--- config.mk ---
export PLATFORM = sky130hd
export DESIGN_NAME = conv_window_gen
export DESIGN_NICKNAME = d
export VERILOG_FILES = /design/src/rtl/conv_window_gen.sv
export SDC_FILE = /design/constraint.sdc
export NUM_CORES = 1
export LEC_CHECK = 0
export CORE_MARGIN = 2
export CORE_UTILIZATION = 50
export CTS_BUF_LIST = sky130_fd_sc_hd__clkbuf_4
export DETAILED_ROUTE_END_ITERATION = 16
export PLACE_DENSITY = 0.71
export SETUP_SLACK_MARGIN = 0.5
export SYNTH_ARGS = -nofsm -noshare
export SYNTH_HDL_FRONTEND = slang
export SYNTH_SLANG_ARGS = --single-unit
--- constraint.sdc ---
create_clock -name clk -period 8.2 [get_ports clk]
set_input_delay 1.64 -clock clk [delete_from_list [all_inputs] [get_ports clk]]
set_output_delay 1.64 -clock clk [all_outputs]
set_load 0.05 [all_outputs]
--- src/rtl/conv_window_gen.sv ---
// Streaming KxK sliding-window generator: valid windows only, stride 1, no padding.
// Define CONV_WIN_SOF_EN to add a pix_sof input that realigns the frame counters.
module conv_window_gen #(
  parameter int unsigned KERNEL_SIZE = 3,
  parameter int unsigned DATA_WIDTH  = 8,
  parameter int unsigned IMG_WIDTH   = 8,
  parameter int unsigned IMG_HEIGHT  = 8
) (
  input  logic                                        clk,
  input  logic                                        rst,
  input  logic                                        pix_valid,
  input  logic [DATA_WIDTH-1:0]                       pix_data,
`ifdef CONV_WIN_SOF_EN
  input  logic                                        pix_sof,
`endif
  output logic                                        pix_ready,
  output logic                                        win_valid,
  output logic [KERNEL_SIZE*KERNEL_SIZE*DATA_WIDTH-1:0] win_data,
  output logic                                        win_last,
  input  logic                                        win_ready
);

  localparam int unsigned K  = KERNEL_SIZE;
  localparam int unsigned CW = (IMG_WIDTH > 1) ? $clog2(IMG_WIDTH) : 1;
  localparam int unsigned RW = (IMG_HEIGHT > 1) ? $clog2(IMG_HEIGHT) : 1;

  localparam logic [CW-1:0] ColMax   = CW'(IMG_WIDTH - 1);
  localparam logic [CW-1:0] ColFirst = CW'(K - 1);
  localparam logic [RW-1:0] RowMax   = RW'(IMG_HEIGHT - 1);
  localparam logic [RW-1:0] RowFirst = RW'(K - 1);

  // Row 0 of the line buffer holds the oldest stored image row.
  logic [DATA_WIDTH-1:0] line_q [K-1][IMG_WIDTH];
  logic [DATA_WIDTH-1:0] win_q  [K][K];

  logic [CW-1:0] col_q, col_eff, col_d;
  logic [RW-1:0] row_q, row_eff, row_d;
  logic          accept, sof, complete, frame_end;
  logic          win_valid_q, win_last_q;

  assign pix_ready = !win_valid_q || win_ready;
  assign accept    = pix_valid && pix_ready;
  assign win_valid = win_valid_q;
  assign win_last  = win_last_q;

`ifdef CONV_WIN_SOF_EN
  assign sof = pix_sof;
`else
  assign sof = 1'b0;
`endif

  // A start-of-frame pixel is treated as (0,0) regardless of the counters.
  always_comb begin
    col_eff   = sof ? '0 : col_q;
    row_eff   = sof ? '0 : row_q;
    complete  = (row_eff >= RowFirst) && (col_eff >= ColFirst);
    frame_end = (row_eff == RowMax) && (col_eff == ColMax);
    col_d     = col_eff + CW'(1);
    row_d     = row_eff;
    if (col_eff == ColMax) begin
      col_d = '0;
      row_d = (row_eff == RowMax) ? '0 : row_eff + RW'(1);
    end
  end

  always_ff @(posedge clk or posedge rst) begin
    if (rst) begin
      col_q <= '0;
      row_q <= '0;
      for (int r = 0; r < int'(K) - 1; r++) begin
        for (int c = 0; c < int'(IMG_WIDTH); c++) begin
          line_q[r][c] <= '0;
        end
      end
      for (int r = 0; r < int'(K); r++) begin
        for (int c = 0; c < int'(K); c++) begin
          win_q[r][c] <= '0;
        end
      end
    end else if (accept) begin
      col_q <= col_d;
      row_q <= row_d;
      for (int r = 0; r < int'(K) - 2; r++) begin
        line_q[r][col_eff] <= line_q[r+1][col_eff];
      end
      line_q[K-2][col_eff] <= pix_data;
      for (int r = 0; r < int'(K); r++) begin
        for (int c = 0; c < int'(K) - 1; c++) begin
          win_q[r][c] <= win_q[r][c+1];
        end
      end
      // New right column: stored rows oldest to newest, then the incoming pixel.
      for (int r = 0; r < int'(K) - 1; r++) begin
        win_q[r][K-1] <= line_q[r][col_eff];
      end
      win_q[K-1][K-1] <= pix_data;
    end
  end

  always_ff @(posedge clk or posedge rst) begin
    if (rst) begin
      win_valid_q <= 1'b0;
      win_last_q  <= 1'b0;
    end else if (accept && complete) begin
      win_valid_q <= 1'b1;
      win_last_q  <= frame_end;
    end else if (win_ready) begin
      win_valid_q <= 1'b0;
      win_last_q  <= 1'b0;
    end
  end

  for (genvar r = 0; r < K; r++) begin : g_row
    for (genvar c = 0; c < K; c++) begin : g_col
      assign win_data[(r*K+c)*DATA_WIDTH +: DATA_WIDTH] = win_q[r][c];
    end
  end

endmodule

==> summary.md, run 1 <==
| Metric | Value |
|---|---|
| Setup skew after layout | `0.0334 ns` |
| Area grow syn2layout | `16.9%` |
| RSZ-0062 raised after global routing | `false` |
| Fraction of layout cells with a size suffix above 1 | `20.1%` |
| Slowest CP cell | `clkdlybuf4s50_1` |
| Hpwl dp | `13.6 mm` |
| GRT Residual Overflow | `0` |
| Syn_area_per_cell | `11.9 um^2` |
| Routed wire per std cell | `19.3 um` |
| Die width | `139 um` |
| Hold Worst Slack | `0.474 ns` |
| Largest cells by area after synthesis | `dfrtp_1 58%, nand2_1 8.3%, mux2_2 8.1%` |
| Final worst setup slack | `2.96 ns` |
| Slew HR | `18.7%` |
| Syn_nets | `780` |
| Synth warnings | `0` |
| Core area | `17800 um^2` |
| Initial DRC Count | `434` |
| Worst path arrival time | `3.60 ns` |
| Vias | `6331` |
| Synth top area share | `57.5%` |
| Reg area | `5200 um^2` |
| Largest net degree at the start of global routing | `123` |
| PD cells | `457 nW/um^2` |
| Unique cell type count in the Yosys netlist | `49` |
| Clock Latency Late Sink | `0.67 ns` |
| Filler cell count | `1430` |
| PortBufs | `86` |
| Final Hold Viols | `0` |
| Top Metal Used | `met4` |
| Initial antenna violation count | `1` |
| Worst slew pin tran | `1.21 ns` |
| Multi-input logic area | `3570 um^2` |
| Number of global-route vias before repair | `6524` |
| Total GRT Usage | `23.2%` |
| Ys flop type | `dfrtp_1` |
| Worst setup SP type | `input pin` |
| Placed cells | `1038` |
| Sequential area share after synthesis | `57.5%` |
| Final ANT Viol Nets | `0` |
| VDD IR max | `258 uV` |
| Commonest non-fill, non-tap cell in the layout | `dfrtp_1` |
| CTS Buffer Depth | `3` |
| Outcome | `finished, final reports clean` |
| Drt drc | `0` |
| Worst-path cell chain | `clkdlybuf4s50_1, nand2b_1, clkdlybuf4s50_1` |
| First-pass GRT wire length | `35.1 mm` |
| Crit share post-route | `63.9%` |
| CTS tree | `built` |
| Cells after Synth | `762` |
| Final wirelength | `21.6 mm` |
| Met3 WL | `1.35 mm` |
| Final core occ | `59.3%` |
| Crit Path Max Fanout | `11` |
| Post-synth top area cell | `dfrtp_1` |
| Clock slew at reported path FFs | `0.06 ns` |
| Die ar. | `19200 um^2` |
| Wl on met1 | `9.27 mm` |
| Fin cells | `1120` |
| Ports | `87` |
| RD Place Congestion | `0.825` |
| Cell mode on critical path | `clkdlybuf4s50_1` |
| MaxCap Viol Count | `0` |
| Critical path class | `input pin to output pin` |
| Die height | `139 um` |
| Ys async rst share | `100%` |
| Worst path max stage delay | `0.93 ns` |
| Pre-antenna DRT Iters | `5` |
| Setup TNS Final | `0 ns` |
| Post-synthesis instance area | `9050 um^2` |
| CTS buffer count | `53` |
| Vias/cell | `5.65` |
| Clock root buffer | `clkbuf_4` |
| Post-Place Setup Slack | `2.97 ns` |
| Initial Utilization | `50.7%` |
| Post-CTS setup buffers | `0` |
| Seq cells post-synth | `208` |
| Nets | `882` |
| Clock sink total | `208` |
| Post-CTS Resized | `0` |
| CP delay by family, top | `buffers and inverters` |
| Most frequent cells in the layout | `208 x dfrtp_1, 198 x nand2_1, 86 x clkdlybuf4s50_1, 73 x clkbuf_4, 65 x mux2_2` |
| Crit. End Element | `output pin` |
| Worst endpoint required time | `6.56 ns` |
| Clock H-tree levels | `2` |
| WP buf/inv | `2` |
| Final Max Tran Viols | `0` |
| Leak Pwr | `4.90 nW` |
| HP Class | `register to register` |
| Final setup fails | `0` |
| FMAX | `191 MHz` |
| EDFF count, synth | `0` |
| Hold buffers post-CTS | `0` |
| Rows | `49` |
| Min Tclk post-route | `5.24 ns` |
| Met2 wire len | `10.6 mm` |
report_power, final:
group / leakage, nW / total, mW / internal, mW / switching, mW
registers: 2.58 / 1.79 / 1.50 / 0.295
clock network: 0.354 / 0.792 / 0.402 / 0.390
logic: 1.96 / 2.25 / 0.841 / 1.41
total: 4.90 / 4.83 / 2.74 / 2.09
worst reg2reg max path, delay by kind of cell (launching register included):
| family | cells | cell delay, ns |
|---|---|---|
| flip-flops | 1 | 0.33 |
| buffers and inverters | 2 | 0.83 |
| AND/OR/NAND/NOR | 2 | 1.29 |
| multiplexers | 1 | 0.35 |
logic make-up after synthesis:
| kind of cell | Yosys count | share of synthesized area (%) |
|---|---|---|
| DFF | 208 | 57.5 |
| and+or+nand+nor | 263 | 12.6 |
| adders and majority gates | 6 | 0.829 |
| AOI/OAI and AO/OA | 90 | 7.05 |
| buffers and inverters | 51 | 3.10 |
| muxes | 144 | 18.9 |
registers in the layout, summed over array words and instances (netlist names):
| register | flops |
|---|---|
| win_data | 72 |
| row_eff | 3 |
| win_valid | 1 |
| line_q | 128 |
| col_eff | 3 |
| win_last | 1 |
area by class of cell:
cell class	count	share of cell area, %
timing repair buffer	93	8.63
clock inverter	8	0.284
sequential	208	49.2
antenna	1	0.0236
multi-input combinational	503	33.7
tap	229	2.71
inverter	5	0.248
clock buffer	73	5.18
path summary, 6_finish.rpt:
| kind | depth (start not counted) | slack [ns] | end | start |
|---|---|---|---|---|
| setup / recovery | 3 | 2.96 | pix_ready | win_ready |
| hold / removal | 2 | 0.47 | win_data[55] | win_data[55] |
| setup reg to reg | 5 | 5.27 | line_q[47] | col_eff[1] |
| hold reg to reg | 2 | 0.47 | win_data[55] | win_data[55] |
| max in group asynchronous | 3 | 4.99 | line_q[4] | rst |
| min in group asynchronous | 2 | 1.55 | line_q[70] | rst |
synthesized netlist by cell type (6+ instances only):
cell,number
mux4_2,8
mux2_1,56
a21oi_1,24
a22oi_1,7
and2_1,6
o21ai_0,14
buf_4,7
nand2_1,199
clkbuf_1,9
nor2_1,35
ha_1,6
mux2_2,65
buf_2,20
a31oi_1,7
dfrtp_1,208
mux2i_1,12
routing by layer:
layer / vias to the layer above / track usage [%]
met3: 38 / 4.63
met5: - / 0
li1: 2863 / -
met4: 0 / 7.95
met2: 216 / 38.3
met1: 3214 / 30.9
per-stage QoR:
step | cell area (um^2) | power (mW)
after floorplan | 9050 | 3.36
after global routing | 10600 | 5.11
after CTS | 10600 | 4.86
after detailed placement | 10000 | 4.05
final | 10600 | 4.83
after global placement | 10000 | 3.96
Note: power is estimated with default switching activity, not from simulation.
==> run 2, diff against run 1 <==
--- a/config.mk
+++ b/config.mk
@@ -9,7 +9,7 @@
 export CORE_UTILIZATION = 50
 export CTS_BUF_LIST = sky130_fd_sc_hd__clkbuf_4
 export DETAILED_ROUTE_END_ITERATION = 16
-export PLACE_DENSITY = 0.71
+export PLACE_DENSITY = 0.74
 export SETUP_SLACK_MARGIN = 0.5
 export SYNTH_ARGS = -nofsm -noshare
 export SYNTH_HDL_FRONTEND = slang
==> constraint.sdc (replaced) <==
create_clock -name clk -period 4.8 [get_ports clk]
set_input_delay 0.96 -clock clk [delete_from_list [all_inputs] [get_ports clk]]
set_output_delay 0.96 -clock clk [all_outputs]
set_load 0.05 [all_outputs]
==> run 2 against run 1 <==
Effect of this change:
- worst hold slack worse by 0.0035 ns
- die area unchanged
- sequential cell count is the same
- power up 73%
- critical path depth up 1
- via count decreased by 1.2%
- clock-buffer cell count grew 12
- final cell count grew 1.5%
- global-route usage decreased by 0.31 points
==> summary.md, run 2 (synthesized netlist as in run 1, its figures left out) <==
| Metric | Value |
|---|---|
| RSZ-0062 raised after global routing | `false` |
| Pre-antenna DRT Iters | `5 (unchanged)` |
| CTS Buffer Depth | `3 (unchanged)` |
| PortBufs | `86 (unchanged)` |
| Initial antenna violation count | `1 (unchanged)` |
| Die height | `139 um (unchanged)` |
| First-pass GRT wire length | `34.9 mm (-0.65%)` |
| Setup skew after layout | `0.0372 ns (+0.00379 ns)` |
| Drt drc | `0 (unchanged)` |
| Final Hold Viols | `0 (unchanged)` |
| VDD IR max | `557 uV (+120%)` |
| Post-CTS setup buffers | `0 (unchanged)` |
| Max FFs per register | `128 (unchanged)` |
| Clock slew at reported path FFs | `0.05 ns (about the same)` |
| Ports | `87 (unchanged)` |
| Die ar. | `19200 um^2 (unchanged)` |
| Largest net degree at the start of global routing | `81 (-34%)` |
| Final wirelength | `21.3 mm (-1.4%)` |
| Area grow syn2layout | `18.6%` |
| Die width | `139 um (unchanged)` |
| Clock H-tree levels | `2 (unchanged)` |
| Worst endpoint required time | `3.84 ns (-2.72 ns)` |
| Setup TNS Final | `0 ns (unchanged)` |
| CTS buffer count | `53 (unchanged)` |
| CTS tree | `built` |
| Number of global-route vias before repair | `6349 (-2.7%)` |
| Vias | `6254 (-1.2%)` |
| Vias/cell | `5.50 (-2.7%)` |
| Worst R2R Setup Slack | `2.00 ns (-3.27 ns)` |
| Final ANT Viol Nets | `0 (unchanged)` |
| Total GRT Usage | `22.8% (-0.31 points)` |
| Min Tclk post-route | `3.54 ns` |
| Worst slew pin tran | `0.972 ns (-0.243 ns)` |
| Clock Latency Late Sink | `0.67 ns (about the same)` |
| Final setup fails | `0 (unchanged)` |
| Critical path class | `input pin to output pin` |
| Hold buffers post-CTS | `0 (unchanged)` |
| Worst setup SP type | `input pin` |
| Crit Path Max Fanout | `11 (unchanged)` |
| Outcome | `finished, final reports clean` |
| Commonest non-fill, non-tap cell in the layout | `dfrtp_1` |
| Clock sink total | `208 (unchanged)` |
| Rows | `49 (unchanged)` |
| Fin cells | `1137 (+1.5%)` |
| Final core occ | `60.2% (+0.88 points)` |
| HP Class | `register to register` |
| Final Max Tran Viols | `0 (unchanged)` |
| Initial DRC Count | `397 (-8.5%)` |
| Leak Pwr | `4.99 nW (+1.8%)` |
| RD Place Congestion | `0.814 (-1.3%)` |
| Nets | `888 (+0.68%)` |
| PD cells | `780 nW/um^2 (+71%)` |
| Crit. End Element | `output pin` |
| MaxCap Viol Count | `0 (unchanged)` |
| Core area | `17800 um^2 (unchanged)` |
| Post-CTS Resized | `0 (unchanged)` |
| Most frequent cells in the layout | `208 x dfrtp_1, 198 x nand2_1, 86 x clkdlybuf4s50_1, 85 x clkbuf_4, 65 x mux2_2` |
| GRT Residual Overflow | `0 (unchanged)` |
| Crit share post-route | `73.7%` |
| Slew HR | `35.2% (+16 points)` |
| Hpwl dp | `13.2 mm (-2.6%)` |
| Worst path arrival time | `2.58 ns (-1.02 ns)` |
| FMAX | `283 MHz` |
| Routed wire per std cell | `18.8 um (-2.8%)` |
| Fraction of layout cells with a size suffix above 1 | `21.8% (+1.7 points)` |
| Largest register by flop count | `line_q` |
| Initial Utilization | `50.7% (unchanged)` |
| Placed cells | `1044 (+0.58%)` |
| Clock root buffer | `clkbuf_4` |
[run 2: cell types whose count changed in the layout (fill, tap and decap cells not counted), moves of 2 or more]
cell	change
buf_12	+2
buf_4	+4
clkbuf_4	+12
clkinv_1	-2
clkinv_2	+2
[run 2: area by class of cell]
type                            instances  area [um^2]
Fill cell                            1477         7100
Sequential cell                       208         5200
Multi-Input combinational cell        503         3570
Timing Repair Buffer                   99          983
Clock buffer                           85          638
Tap cell                              229          287
Clock inverter                          7         28.8
Inverter                                5         22.5
Antenna cell                            1         2.50
[run 2: power breakdown]
group | switching, mW | internal [mW] | total (mW)
Sequential | 0.508 | 2.56 | 3.06
Combinational | 2.38 | 1.45 | 3.83
Clock | 0.693 | 0.793 | 1.49
[run 2: per-layer routing]
metal	routed length, um	GRT usage, %	vias up
met2	10200	36.3	204
met1	9110	31.6	3131
met5	0	0	-
met3	1510	4.56	40
li1	-	-	2879
met4	552	8.38	0
[run 2: stage by stage]
step	worst slack [ns]	power [mW]	hold WS, ns	cell area [um^2]
final	1.26	8.38	0.471	10700
after global routing	1.19	8.86	0.496	10700
after CTS	1.26	8.43	0.476	10700
after detailed placement	1.26	6.92	0.462	10100
after global placement	1.27	6.84	0.457	10100
after floorplan	1.14	5.73	0.445	9050
[run 2: path summary, 6_finish.rpt]
kind | start | end | depth (start not counted)
worst min-delay path | win_data[25] | win_data[25] | 2
worst max register to register | col_eff[1] | line_q[83] | 5
min in group asynchronous | rst | win_data[11] | 2
worst min register to register | win_data[25] | win_data[25] | 2
max in group asynchronous | rst | line_q[52] | 3
worst max-delay path | win_ready | pix_ready | 4
[run 2: worst max-delay path: stages]
cell	delay [ns]
clkdlybuf4s50_1	0.46
nand2b_1	0.10
buf_4	0.22
clkdlybuf4s50_1	0.83
